### src/rtl/shake_output_buffer_if.sv
// shake_output_buffer_if: control and data bundle between the SHAKE dump FSM and the output buffer
//   master (FSM side) drives mode, len_load, output_length_in, state_in, output_buffer_we,
//   output_counter_load, output_counter_rst, output_buffer_shift_en; it observes data_out,
//   last_word_out, output_buffer_empty, output_size_reached, squeeze_req, overrun_err.
//   slave (buffer side) takes the opposite directions.
interface shake_output_buffer_if #(
    parameter int W         = 64,
    parameter int MAX_LANES = 21,
    parameter int LEN_W     = 32
);
    logic                   mode;
    logic                   len_load;
    logic [LEN_W-1:0]       output_length_in;
    logic [MAX_LANES*W-1:0] state_in;
    logic                   output_buffer_we;
    logic                   output_counter_load;
    logic                   output_counter_rst;
    logic                   output_buffer_shift_en;
    logic [W-1:0]           data_out;
    logic                   last_word_out;
    logic                   output_buffer_empty;
    logic                   output_size_reached;
    logic                   squeeze_req;
    logic                   overrun_err;

    modport master (
        output mode, len_load, output_length_in, state_in, output_buffer_we,
               output_counter_load, output_counter_rst, output_buffer_shift_en,
        input  data_out, last_word_out, output_buffer_empty, output_size_reached,
               squeeze_req, overrun_err
    );

    modport slave (
        input  mode, len_load, output_length_in, state_in, output_buffer_we,
               output_counter_load, output_counter_rst, output_buffer_shift_en,
        output data_out, last_word_out, output_buffer_empty, output_size_reached,
               squeeze_req, overrun_err
    );
endinterface

### src/rtl/shake_output_buffer.sv
// shake_output_buffer: squeeze-side rate buffer that shifts out W-bit words and tracks remaining output bits
//   clk  : rising-edge clock
//   rst  : asynchronous reset, active-low
//   bus  : shake_output_buffer_if.slave (parallel lane load, shift, length/lane counters, status)
module shake_output_buffer #(
    parameter int W         = 64,
    parameter int MAX_LANES = 21,
    parameter int LEN_W     = 32
) (
    input logic                  clk,
    input logic                  rst,
    shake_output_buffer_if.slave bus
);
    localparam logic [LEN_W-1:0] W_LEN = LEN_W'(W);

    logic [MAX_LANES*W-1:0] lanes;
    logic [4:0]             lanes_left, lanes_left_d, rate;
    logic [LEN_W-1:0]       remaining, remaining_d;
    logic                   accept, squeeze_q, overrun_q;
    logic [W-1:0]           mask;

    always_comb begin
        rate         = bus.mode ? 5'd17 : 5'd21;
        accept       = bus.output_buffer_shift_en && lanes_left != 5'd0 && remaining != '0;
        // counter load beats an accepted shift, which beats counter clear
        lanes_left_d = bus.output_counter_load ? rate :
                       accept ? lanes_left - 5'd1 :
                       bus.output_counter_rst ? 5'd0 : lanes_left;
        remaining_d  = bus.len_load ? bus.output_length_in :
                       accept ? (remaining > W_LEN ? remaining - W_LEN : '0) : remaining;
        // only meaningful when remaining < W, so the low log2(W) bits are the full count
        mask         = ~({W{1'b1}} << remaining[$clog2(W)-1:0]);
    end

    always_ff @(posedge clk or negedge rst) begin
        if (!rst) begin
            lanes      <= '0;
            lanes_left <= 5'd0;
            remaining  <= '0;
            squeeze_q  <= 1'b0;
            overrun_q  <= 1'b0;
        end else begin
            // a parallel write wins over a same-cycle shift for the lane array only
            lanes      <= bus.output_buffer_we ? bus.state_in :
                          accept ? {{W{1'b0}}, lanes[MAX_LANES*W-1:W]} : lanes;
            lanes_left <= lanes_left_d;
            remaining  <= remaining_d;
            squeeze_q  <= accept && lanes_left_d == 5'd0 && remaining_d != '0;
            overrun_q  <= bus.len_load ? 1'b0 :
                          (bus.output_buffer_we && lanes_left != 5'd0 && remaining != '0) ? 1'b1 :
                          overrun_q;
        end
    end

    assign bus.data_out            = (remaining != '0 && remaining < W_LEN) ? (lanes[W-1:0] & mask) : lanes[W-1:0];
    assign bus.last_word_out       = remaining != '0 && remaining <= W_LEN && lanes_left != 5'd0;
    assign bus.output_buffer_empty = lanes_left == 5'd0;
    assign bus.output_size_reached = remaining == '0;
    assign bus.squeeze_req         = squeeze_q;
    assign bus.overrun_err         = overrun_q;
endmodule

### src/flat_wrapper.sv
// flat-port wrapper written by rule: the top's interface ports become plain ports
module shake_output_buffer_flat 
#(
    parameter int W         = 64,
    parameter int MAX_LANES = 21,
    parameter int LEN_W     = 32
)
  (clk, rst, bus_mode, bus_len_load, bus_output_length_in, bus_state_in, bus_output_buffer_we, bus_output_counter_load, bus_output_counter_rst, bus_output_buffer_shift_en, bus_data_out, bus_last_word_out, bus_output_buffer_empty, bus_output_size_reached, bus_squeeze_req, bus_overrun_err);
  shake_output_buffer_if #(.W(W), .MAX_LANES(MAX_LANES), .LEN_W(LEN_W)) bus_i ();
  input logic clk;
  input logic rst;
  input wire logic [$bits(bus_i.mode)-1:0] bus_mode;
  input wire logic [$bits(bus_i.len_load)-1:0] bus_len_load;
  input wire logic [$bits(bus_i.output_length_in)-1:0] bus_output_length_in;
  input wire logic [$bits(bus_i.state_in)-1:0] bus_state_in;
  input wire logic [$bits(bus_i.output_buffer_we)-1:0] bus_output_buffer_we;
  input wire logic [$bits(bus_i.output_counter_load)-1:0] bus_output_counter_load;
  input wire logic [$bits(bus_i.output_counter_rst)-1:0] bus_output_counter_rst;
  input wire logic [$bits(bus_i.output_buffer_shift_en)-1:0] bus_output_buffer_shift_en;
  output wire logic [$bits(bus_i.data_out)-1:0] bus_data_out;
  output wire logic [$bits(bus_i.last_word_out)-1:0] bus_last_word_out;
  output wire logic [$bits(bus_i.output_buffer_empty)-1:0] bus_output_buffer_empty;
  output wire logic [$bits(bus_i.output_size_reached)-1:0] bus_output_size_reached;
  output wire logic [$bits(bus_i.squeeze_req)-1:0] bus_squeeze_req;
  output wire logic [$bits(bus_i.overrun_err)-1:0] bus_overrun_err;
  assign bus_i.mode = bus_mode;
  assign bus_i.len_load = bus_len_load;
  assign bus_i.output_length_in = bus_output_length_in;
  assign bus_i.state_in = bus_state_in;
  assign bus_i.output_buffer_we = bus_output_buffer_we;
  assign bus_i.output_counter_load = bus_output_counter_load;
  assign bus_i.output_counter_rst = bus_output_counter_rst;
  assign bus_i.output_buffer_shift_en = bus_output_buffer_shift_en;
  assign bus_data_out = bus_i.data_out;
  assign bus_last_word_out = bus_i.last_word_out;
  assign bus_output_buffer_empty = bus_i.output_buffer_empty;
  assign bus_output_size_reached = bus_i.output_size_reached;
  assign bus_squeeze_req = bus_i.squeeze_req;
  assign bus_overrun_err = bus_i.overrun_err;
  shake_output_buffer #(.W(W), .MAX_LANES(MAX_LANES), .LEN_W(LEN_W)) u_core (.clk(clk), .rst(rst), .bus(bus_i));
endmodule
### config.mk
export PLATFORM = sky130hd
export DESIGN_NAME = shake_output_buffer_flat
export DESIGN_NICKNAME = d
export VERILOG_FILES = /design/src/rtl/shake_output_buffer_if.sv /design/src/rtl/shake_output_buffer.sv /design/src/flat_wrapper.sv
export SDC_FILE = /design/constraint.sdc
export NUM_CORES = 2
export LEC_CHECK = 0
export BUFFER_PORTS_ARGS = -buffer_cell sky130_fd_sc_hd__buf_2
export CAP_MARGIN = 20
export CORE_AREA = 4 4 569 571
export DETAILED_ROUTE_END_ITERATION = 12
export DIE_AREA = 0 0 573 575
export SYNTH_ARGS = -nofsm -noshare
export SYNTH_HDL_FRONTEND = slang
export SYNTH_SLANG_ARGS = --single-unit
export TNS_END_PERCENT = 1
### constraint.sdc
create_clock -name clk -period 3.1 [get_ports clk]
set_clock_uncertainty 0.2 [all_clocks]
set_input_delay 0.31 -clock clk [delete_from_list [all_inputs] [get_ports clk]]
set_output_delay 0.31 -clock clk [all_outputs]
set_load 0.02 [all_outputs]
=== Yosys cells after proc, flatten, opt, wreduce, memory -nomap -nowiden ===
Index checks and enable logic that the tools add are counted.

* Flip-flop bits (word level): 1,383
* Input bits: 1,384
* Output and inout port bits: 69
* Logic and storage cells: 42

* $add $sub $neg: 2
* $lt $le $gt $ge: 3
* Shift operators: 1
* Mux-type cells: 12
* Bitwise gates (word level): 2
* Reduce and logical (&&, ||, !) cells: 17

{| class="wikitable"
|+ Operators by type and width
! operator !! number
|-
| 1344-bit 2-to-1 mux || 2
|-
| 32-bit 2-to-1 mux || 3
|-
| 64-bit AND || 1
|-
| 64-bit 2-to-1 mux || 1
|-
| 64-bit inverter || 1
|-
| 32-bit nonzero test || 2
|-
| 64-bit by 6-bit << shifter with 64-bit output (first input constant) || 1
|-
| 32-bit by 7-bit > comparator with 1-bit output (second input constant) || 1
|-
| 32-bit by 7-bit <= comparator with 1-bit output (second input constant) || 1
|-
| 32-bit logical NOT || 1
|-
| 32-bit by 7-bit less-than comparator with 1-bit output (second input constant) || 1
|-
| 32-bit by 7-bit subtractor with 32-bit output (second input constant) || 1
|-
| 5-bit 2-to-1 mux || 3
|-
| 5-bit logical NOT || 2
|-
| 1-bit logical AND || 9
|-
| 5-bit nonzero test || 1
|-
| 5-bit by 1-bit subtractor with 5-bit output (second input constant) || 1
|-
| 2-bit nonzero test || 2
|-
| 3-bit 2-to-1 mux || 1
|-
| 1-bit 2-to-1 mux || 2
|}

=== Depth between registers and ports, before layout ===
* Depth in word-level cells: 8
* Mapped depth: 12
* Mapped depth without buffers: 10

=== Worst setup path before layout ===
OpenSTA, ideal clock, no wires.

* Path type: register to output
* From: reg u_core.remaining[11]
* To: out bus_data_out[21]
* Arrival: 2,674 ps
* Required time: 2,590 ps
* Setup slack: -84 ps
* Cell stages (with the launch flop): 8
* Path buffers: 1
* Cells stage by stage: dfrtp_1 -> or3_4 -> or4_4 -> nor2_1 -> nand3_1 -> nor2_1 -> clkbuf_1 -> a21boi_0

* Longest elaborated chain between the ends: 3
* Elaborated cells between the ends (all ways): 4
* Classes of those cells: order compare: 1; mux: 1; reduce/logical: 2

{| class="wikitable"
|+ RTL lines
! item !! RTL line !! RTL
|-
| start: declaration || shake_output_buffer.sv:18 || <nowiki>logic [LEN_W-1:0] remaining, remaining_d;</nowiki>
|-
| start signal: assignment || shake_output_buffer.sv:47 || <nowiki>remaining <= remaining_d;</nowiki>
|-
| 32-bit by 7-bit less-than comparator with 1-bit output / 32-bit nonzero test (equally long branches) || shake_output_buffer.sv:55 || <nowiki>assign bus.data_out = (remaining != '0 && remaining < W_LEN) ? (lanes[W-1:0] & mask) : lanes[W-1:0];</nowiki>
|-
| 1-bit logical AND (*) || shake_output_buffer.sv:55 ||
|-
| 64-bit 2-to-1 mux (*) || shake_output_buffer.sv:55 ||
|-
| end: declaration || flat_wrapper.sv:20 || <nowiki>output wire logic [$bits(bus_i.data_out)-1:0] bus_data_out;</nowiki>
|}

Mark *: on every way between the ends. The rest lies on a longest branch, timed or not.

=== Final worst setup path ===
* From: reg u_core.remaining[10]
* To: reg u_core.lanes[640]

* Longest elaborated chain between the ends: 3

{| class="wikitable"
|+ RTL lines
! item !! RTL line !! RTL
|-
| 32-bit nonzero test || shake_output_buffer.sv:24 || <nowiki>accept = bus.output_buffer_shift_en && lanes_left != 5'd0 && remaining != '0;</nowiki>
|-
| 1-bit logical AND || shake_output_buffer.sv:24 ||
|-
| 2-bit nonzero test (no source line) || n/a ||
|-
| end signal: assignment || shake_output_buffer.sv:44 || <nowiki>lanes <= bus.output_buffer_we ? bus.state_in :</nowiki>
|-
| end: declaration || shake_output_buffer.sv:16 || <nowiki>logic [MAX_LANES*W-1:0] lanes;</nowiki>
|}

No other way between the ends.
A chain may end at the register's enable or synchronous reset.

==> out/results.txt <==
The run finished, with violations left. The checks that failed: capacitance limit, slew limit, setup timing. The share of the Yosys chip area taken by registers is 53.9%.

In the finished design, the share of the clock period the worst path needs comes to 139%. The finished layout holds 14600 standard cells, fillers aside. Timing would allow up to 233 MHz. The logs give 135 for the number of antenna violations at the first check in global routing and 20.2% for the effective utilization at floorplan. The number of cells produced by synthesis came out at 6293. dfrtp_1 takes more of the synthesized area than any other cell. The slew at the pin closest to its max-slew limit is 1550 ps, and the clock latency of the later-clocked register in the worst-skew pair is 880 ps. In the synthesized netlist the async set-or-reset flop fraction comes to 100%.

Entering global routing, the biggest net connects 163 pins. Among all stages on the critical path, the largest delay is contributed by mux2i_1. The number of max-slew violations in the final report is 2.

The tools report the H-tree depth as 4. The total number of cells along the worst setup path came out at 11. The tools report the required time of the worst setup path as 3610 ps.

CTS placed an instance of clkbuf_16 at the clock tree root. Summed over all layers, the routed wires come to 360000 um. The maximum buffer depth of the clock tree is 4. After synthesis, the cell types taking the most area are dfrtp_1 (54%), mux2i_1 (20%), o21ai_1 (11%), nand2_1 (8.4%), clkbuf_1 (1.9%). The final period demand of the worst path was 4300 ps. Global routing finished with a remaining overflow of 0. The analysis attributes to cell leakage a power of 50.3 nW. For this design the ratio of total power to cell area is 486 nW/um^2. Including well taps, the total number of placed cells is 11800.

The average footprint of a synthesized cell works out to 10.2 um^2. The kind of critical path was register to register. The area growth from synthesis to final layout is 68.7%. The post-route netlist has 20.7% of its cells at a drive strength greater than 1. The count of TritonRoute iterations in the first routing pass came out at 6. Clock-pin slew was measured on the worst setup and hold paths at 70 ps. Counting flops and latches in the post-synthesis netlist gives 1383.

The average detailed-routed wire length per instance works out to 24.7 um. The via density per instance works out to 4.75. The dominant cell by count in the synthesized netlist was nand2_1.

Setup repair after global routing could not meet its margin everywhere. Aggregate negative setup slack: -293530 ps. Yosys warning count: 0. The number of buffers and inverters on the critical path is 6. Buffers placed on the I/O ports in this run total 1452.

Measured along the y axis, the die boundary spans 575 um. For the area of the core, the log shows 318000 um^2. The signal on the critical path passes through or3_1 -> or4_4 -> buf_4 -> buf_6 -> o31ai_4 -> buf_6 -> buf_4 -> clkbuf_16 -> clkbuf_16 -> mux2i_1 -> o21ai_1. The number of max-capacitance violations reported is 1, and the weighted congestion at the end of routability-driven global placement is 0.948.

Setup violations remaining at the end of the flow were counted as 1338. The number of global-route vias before repair is 72100, and the remaining max-slew budget at the tightest pin is -6.59%. When the netlist entered floorplanning its net count stood at 7681. Proportion of netlist area held by the largest area contributor: 53.9%.

The netlist uses 67 different library cells. In this run, CTS created clock tree buffers numbering 165. The first global-routing pass estimated 515000 um of wire.

The top flip-flop cell by instance count after synthesis was dfrtp_1. The detailed placement HPWL is 237000 um, and the overall die width is 573 um. In this run, the number of DRC markers left after iteration 0 of detailed routing was 6799.

Global routing used 21.0% of the available tracks. The die footprint was 329000 um^2. The number of instances on the worst hold path is 4.

The tools report the kind of end point of the critical path as a register. Counting flops with a built-in enable in the synthesized netlist gives 0. The number of cell instances on the worst register-to-register path works out to 11.

TritonCTS built the clock tree. The worst hold path belongs to the class input port to register. The logs give 30400 for the count of filler cells inserted in the layout and 207 for the number of cell rows. The number of hold violations in the final report was 0.

The design draws 0.0526 W. Summing every instance area after synthesis gives 64200 um^2. For this block, the via count after detailed routing is 69100. The number of nets in the finished design is 11600. Critical path's top delay family: multiplexers. The logs give 1453 for the I/O pin count and 4810 ps for the endpoint arrival time on the critical path. After detailed routing, the number of remaining DRC violations is 0.

Sorting the synthesized cells by how often they occur yields nand2_1 (1445), dfrtp_1 (1383), o21ai_1 (1347). Of all nets on the critical path, the largest fanout is 33. In this design, the stage delay of the slowest critical-path cell is 1260 ps. CTS saw 1383 sinks. Across the VDD grid, the largest voltage drop is 0.000414 V.

STA classifies the critical path startpoint as a register. The post-route antenna net violation count was 0; the setup slack after layout was -1200 ps.
power breakdown:
group	switching, W	internal, W
Combinational	0.00529	0.00537
Clock	0.00857	0.0114
Sequential	0.00205	0.0200
cells by family (layout without fill, tap and decap cells):
group	Yosys count	count (layout)	share of synthesized area, %
AO/OA/AOI/OAI	1512	1512	12.4
other	0	95	0
adder cells (fa/ha/maj)	4	4	0.0780
buffers and inverters	497	4496	3.66
XOR/XNOR	6	6	0.0819
AND/OR/NAND/NOR	1610	1610	9.89
flip-flops	1383	1383	53.9
multiplexers	1281	1281	20.0
worst register-to-register path, cell delays in order (launching register included):
cell and delay, ps:
dfrtp_1 360, or3_1 390, or4_4 530, buf_4 150, buf_6 110, o31ai_4 210
buf_6 170, buf_4 170, clkbuf_16 220, clkbuf_16 330, mux2i_1 1260, o21ai_1 140
layout make-up:
| class | count | area (um^2) | area share (%) |
|---|---|---|---|
| repair buffers | 4195 | 35300 | 32.6 |
| flip-flops and latches | 1383 | 34600 | 32.0 |
| multi-input cells | 4413 | 27500 | 25.4 |
| well taps | 4180 | 5230 | 4.83 |
| clock buffers | 228 | 4640 | 4.28 |
| clock inverters | 58 | 778 | 0.719 |
| diodes | 95 | 238 | 0.220 |
| inverters | 15 | 56.3 | 0.0520 |
cells in the final DEF (no fill, tap or decap), types with 11 or more instances in the layout:
master	netlist	layout
clkbuf_16	0	171
buf_6	1	44
clkbuf_1	329	37
o21a_1	14	13
nand2_1	1445	1445
inv_1	15	14
a21oi_1	13	12
buf_4	116	254
clkbuf_8	0	25
and2_1	12	12
a31oi_1	11	11
o21ai_0	29	29
a21boi_1	0	11
o21ai_1	1347	1341
nor3_1	13	11
diode_2	0	95
dfrtp_1	1383	1383
a21boi_0	41	24
mux2i_1	1281	1263
nand3_1	15	13
dlygate4sd3_1	0	2376
nor2_1	57	55
buf_12	0	77
mux2i_2	0	13
buf_2	34	1428
clkinv_2	0	19
stage by stage:
| step | utilization, % | cell area [um^2] | worst slack [ps] | hold slack, ps |
|---|---|---|---|---|
| 2_1_floorplan | - | 64200 | 9.54 | -186 |
| 3_3_place_gp | 24.5 | 77900 | -368 | 127 |
| 3_5_place_dp | 24.5 | 77900 | -381 | 131 |
| 4_1_cts | 33.8 | 107000 | -759 | 0.148 |
| 5_1_grt | 34.1 | 108000 | -1150 | 45.6 |
| 6_report | 34.1 | 108000 | -1200 | 98.0 |
final timing paths:
path | from | end | slack [ps]
setup / recovery | u_core.remaining[10] | u_core.lanes[640] | -1200
hold / removal | bus_state_in[865] | u_core.lanes[865] | 100
setup reg to reg | u_core.remaining[10] | u_core.lanes[640] | -1200
hold reg to reg | u_core.lanes[759] | u_core.lanes[695] | 300
max in group asynchronous | rst | u_core.lanes[433] | 1580
min in group asynchronous | rst | u_core.lanes[661] | 250
timing repair:
item,in CTS,in global routing
hold buffers,2377,0
gates cloned,0,5
gates resized for setup,78,64
endpoints found under the hold margin,2697,0
pin swaps,8,10
buffers inserted,5,27
endpoints found under the setup margin,1348,1413
state kept, by name, summed over array words and instances (netlist names):
name,flops
u_core.remaining,32
u_core.lanes_left,5
u_core.bus.squeeze_req,1
u_core.bus.overrun_err,1
u_core.lanes,1344
metal layers:
metal  global-route usage (%)  vias to the layer above  routed length, um
met4                     16.3                       76              32600
li1                         -                    29700                  -
met1                     24.3                    33300             134000
met5                    0.387                        -                478
met2                     32.0                     4528             158000
met3                     7.22                     1574              34200
No activity file was read; power rests on OpenSTA's default activity.
